`src/rtl/tick_timer.sv`:
```
// ----------------------------------------------------------------------------
// tick_timer : programmable down-counting timer with one-shot/periodic modes.
// Rev 1.0
// ----------------------------------------------------------------------------
`default_nettype none

module tick_timer #(
  parameter int W = 16
) (
  input  logic         clk,
  input  logic         reset,
  input  logic         tick,
  input  logic         start,
  input  logic         stop,
  input  logic         periodic,
  input  logic [W-1:0] period,
  output logic [W-1:0] count,
  output logic         busy,
  output logic         paused,
  output logic         expire
);

  localparam logic [1:0]   c_S_IDLE  = 2'd0;
  localparam logic [1:0]   c_S_RUN   = 2'd1;
  localparam logic [1:0]   c_S_PAUSE = 2'd2;
  localparam logic [W-1:0] c_ZERO    = '0;
  localparam logic [W-1:0] c_ONE     = W'(1);

  logic [1:0]   r_state;
  logic [W-1:0] r_count;
  logic [W-1:0] r_period;
  logic         r_mode;
  logic         r_expire;

  logic [1:0]   w_state_nxt;
  logic [W-1:0] w_count_nxt;
  logic [W-1:0] w_period_nxt;
  logic         w_mode_nxt;
  logic         w_expire_nxt;
  logic         w_period_zero;
  logic         w_terminal;

  assign w_period_zero = (period == c_ZERO);
  assign w_terminal    = (r_count == c_ONE);

  // State and datapath registers
  always_ff @(posedge clk) begin
    if (reset) begin
      r_state  <= c_S_IDLE;
      r_count  <= c_ZERO;
      r_period <= c_ZERO;
      r_mode   <= 1'b0;
      r_expire <= 1'b0;
    end else begin
      r_state  <= w_state_nxt;
      r_count  <= w_count_nxt;
      r_period <= w_period_nxt;
      r_mode   <= w_mode_nxt;
      r_expire <= w_expire_nxt;
    end
  end

  // Next-state and datapath update; stop outranks start, start outranks tick
  always_comb begin
    w_state_nxt  = r_state;
    w_count_nxt  = r_count;
    w_period_nxt = r_period;
    w_mode_nxt   = r_mode;
    w_expire_nxt = 1'b0;
    case (r_state)
      c_S_IDLE: begin
        if (!stop && start && !w_period_zero) begin
          w_period_nxt = period;
          w_mode_nxt   = periodic;
          w_count_nxt  = period;
          w_state_nxt  = c_S_RUN;
        end
      end
      c_S_RUN: begin
        if (stop) begin
          w_state_nxt = c_S_PAUSE;
        end else if (start) begin
          if (w_period_zero) begin
            w_count_nxt = c_ZERO;
            w_state_nxt = c_S_IDLE;
          end else begin
            w_period_nxt = period;
            w_mode_nxt   = periodic;
            w_count_nxt  = period;
          end
        end else if (tick) begin
          if (w_terminal) begin
            w_expire_nxt = 1'b1;
            if (r_mode) begin
              w_count_nxt = r_period;
            end else begin
              w_count_nxt = c_ZERO;
              w_state_nxt = c_S_IDLE;
            end
          end else begin
            w_count_nxt = r_count - c_ONE;
          end
        end
      end
      c_S_PAUSE: begin
        if (stop) begin
          w_count_nxt = c_ZERO;
          w_state_nxt = c_S_IDLE;
        end else if (start) begin
          w_state_nxt = c_S_RUN;
        end
      end
      default: begin
        w_count_nxt = c_ZERO;
        w_state_nxt = c_S_IDLE;
      end
    endcase
  end

  // Outputs decoded from registers only
  always_comb begin
    busy   = (r_state == c_S_RUN);
    paused = (r_state == c_S_PAUSE);
    count  = r_count;
    expire = r_expire;
  end

endmodule

`default_nettype wire

```
`config.mk`:
```
export PLATFORM = sky130hd
export DESIGN_NAME = tick_timer
export DESIGN_NICKNAME = d
export VERILOG_FILES = /design/src/rtl/tick_timer.sv
export SDC_FILE = /design/constraint.sdc
export NUM_CORES = 1
export LEC_CHECK = 0
export ABC_AREA = 1
export CAP_MARGIN = 30
export CORE_MARGIN = 3
export CORE_UTILIZATION = 30
export DETAILED_ROUTE_END_ITERATION = 6
export PLACE_DENSITY_LB_ADDON = 0.15
export SETUP_SLACK_MARGIN = 0.3
export SKIP_CTS_REPAIR_TIMING = 1
export SYNTH_ARGS = -nofsm -noshare
export SYNTH_HDL_FRONTEND = slang
export SYNTH_SLANG_ARGS = --single-unit
```
`constraint.sdc`:
```
create_clock -name clk -period 1.49 [get_ports clk]
set_input_delay 0.2235 -clock clk [delete_from_list [all_inputs] [get_ports clk]]
set_output_delay 0.2235 -clock clk [all_outputs]
set_load 0.02 [all_outputs]
```
==> reports/qor.csv <==
metric,value,unit
grt_pass1_vias,2775,
die_w,95.7,um
gp_congestion,0.827,
synth_top_family_by_area,simple AND/OR/NAND/NOR gates,
synth-simple-area-share,0.347,
crit_arrival,1.80,ns
place_hpwl,6290,um
cts.sinks,36,
cts_buffer_depth,2,
syn-mean-instance-area,6.05,um^2
nets,536,
synthFlopType,dfxtp_1,
grt_usage,0.196,
slew_headroom,0.551,
syn_nets,423,
coreArea,0.00777,mm^2
utilization,0.505,
crit_slowest_cell,dfxtp_4,
vias,2976,
crit_path_max_fanout,4,
critPathKind,reg -> reg,
r2r_slack,-0.1,ns
wl_per_cell,15.0,um
reg2regPathDepth,12,
slowest_delay,0.36,ns
endpoint,count[15],
cts_buffers,5,
syn-cell-area,0.00241,mm^2
tns,-0.939,ns
drt-initial-drc-count,162,
preCtsSetupSlack,-0.417,ns
p_leak,1.89,nW
fillers,804,
cp.required,1.71,ns
finalClockSkew,0.00432,ns
grt_pass1_wl,13800,um
synth_compound_area_frac,0.238,
synthMuxAreaShare,0,
ys_ff_latch,36,
ys_async_sr_fraction,0,
antenna_found_initial,0,
violations,negative setup slack,
synth_fa_ha_area_frac,0.0104,
htree_levels,2,
start_util,0.311,
cpMostUsedCell,nand2_1,
drc,0,
layout_setup_ws,-0.0957,ns
regArea,766,um^2
wl,9230,um
fmax,0.631,GHz
power_density,1030,mW/mm^2
ant_nets,0,
synth_xor_area_frac,0.0145,
fin_crit,1.59,ns
endpoint_kind,register,
die_h,95.7,um
finalNonFillerCells,615,
rows,32,
critPathLaunch,count[1],
clock_latency,0.30,ns
worst_pin_slew,0.673,ns
n_antenna_cell,0,
r2r-end,count[15],
status,"complete, but fails checks",
finalSetupViolCount,17,
crit_chain,inv_4 > ha_4 > buf_4 > nand2_1 > nor2_1 > nand2_2 > clkinvlp_4 > o21ai_1 > nand2_1 > nand2_1 > nand2_1 > a21oi_1,
fin_crit_sh,1.06,
multi_input_area,0.00169,mm^2
synthCells,399,
yosysWarnings,0,
r2r_start,count[1],
ys_seq_area_frac,0.299,
port_buffers,40,
dieArea,0.00916,mm^2
dr.pass1.iters,4,
vdd_drop_max,0.450,mV
worst_setup_path_start_kind,register,
viasPerCell,4.84,
placedCellCount,596,
area_growth,62.6,%
hold_viol,0,
hold_path_class,in -> reg,
grt.overflow.total,0,
fin_hold_ws,0.305,ns
cts_tree,built,
crit_family,simple AND/OR/NAND/NOR gates,
slew_violations,0,
synth-edff-count,0,
grt_max_degree,35,
cp.depth,12,
drive_above_1_share,0.363,
rsz0062_at_grt,true,
cp_num_buf_inv,3,
cap_viol_max_count,0,
io_pins,41,
clockRootBuffer,clkbuf_8,
yosysUniqueCellTypes,29,
clk_pin_slew,0.08,ns
==> worst min-delay path, delay by kind of cell <==
| kind | cells | cell delay (ns) |
|---|---|---|
| and+or+nand+nor | 1 | 0.10 |
| buffers and inverters | 1 | 0.19 |
| AOI/OAI and AO/OA | 1 | 0.05 |
==> flip-flops by register name, indices dropped and copies added (netlist names) <==
| name | cells |
|---|---|
| count | 16 |
| r_period | 16 |
| r_state | 2 |
| expire | 1 |
| r_mode | 1 |
==> metal layers <==
layer,share of wire,global-route usage,routed length [um],vias up
li1,-,-,-,1528
met1,0.47,0.263,4310,1381
met2,0.48,0.323,4420,54
met4,0.017,0.0699,155,0
met3,0.037,0.0258,345,13
met5,0,0,0,-
==> metrics by stage <==
| step | total power [mW] | cell area [um^2] |
|---|---|---|
| after CTS | 3.87 | 3600 |
| after global routing | 4.32 | 3930 |
| after floorplan | 2.28 | 2510 |
| after detailed placement | 3.10 | 3510 |
| after global placement | 3.09 | 3510 |
| final | 4.04 | 3930 |
==> cell type report <==
| class | instances | share of cell area |
|---|---|---|
| clock buffer | 8 | 0.0230 |
| inverter | 40 | 0.0440 |
| multi-input combinational | 310 | 0.429 |
| sequential | 36 | 0.195 |
| tap | 102 | 0.0325 |
| timing repair buffer | 118 | 0.274 |
| timing repair inverter | 1 | 0.00191 |
==> worst min-delay path by stage <==
stage / start / endpoint / cells after the start
4_1_cts: r_period[6] / r_period[6] / 2
6_report: stop / r_state[1] / 3
5_1_grt: stop / r_state[1] / 3
3_5_place_dp: r_period[6] / r_period[6] / 2
2_1_floorplan: reset / r_state[0] / 1
3_3_place_gp: r_period[6] / r_period[6] / 2
==> placed cells by master, fill, tap and decap left out, types with 4 or more instances in the layout <==
cell / netlist / layout
dfxtp_2: 0 / 9
nand2_4: 3 / 4
buf_4: 1 / 76
o21ai_1: 10 / 20
dfxtp_1: 36 / 18
a21oi_1: 58 / 49
nor2_1: 62 / 52
nand2_1: 84 / 74
dlymetal6s2s_1: 0 / 16
o21ai_0: 40 / 27
nor2_2: 7 / 10
inv_1: 37 / 33
nand3_1: 22 / 18
nand2_2: 4 / 12
buf_6: 1 / 12
clkdlybuf4s50_1: 0 / 6
a21oi_2: 1 / 10
dfxtp_4: 0 / 9
clkbuf_8: 0 / 6
nor2_4: 1 / 9
==> logic make-up (layout without fill, tap and decap cells) <==
group                      Yosys count  in the layout
AOI/OAI and AO/OA                  112            112
xor gates and xnor gates             4              4
adders and majority gates            2              2
buffers and inverters               54            167
DFF                                 36             36
and+or+nand+nor                    191            192
==> cell usage after synthesis (2+ instances only) <==
library cell  number  share of area
nand4_1            2         0.0052
nor2_1            62          0.096
nand3_1           22          0.046
a21oi_1           58           0.12
o21ai_1           10          0.021
inv_2              2         0.0031
o21ai_0           40          0.083
nand3b_1           2         0.0062
ha_1               2          0.010
buf_2              3         0.0062
nand2_4            3          0.014
nand2_2            4          0.010
inv_1             37          0.058
or2_2              2         0.0052
nand2_1           84           0.13
clkbuf_1           9          0.014
dfxtp_1           36           0.30
xnor2_1            3          0.011
a21o_1             2         0.0062
nor2_2             7          0.018
==> power breakdown <==
part,switching [mW],internal (mW),total (mW)
clock,0.380,0.378,0.759
sequential,0.117,1.09,1.21
combinational,1.15,0.925,2.07
total,1.64,2.40,4.04
Power figures use the tool's default switching activity.
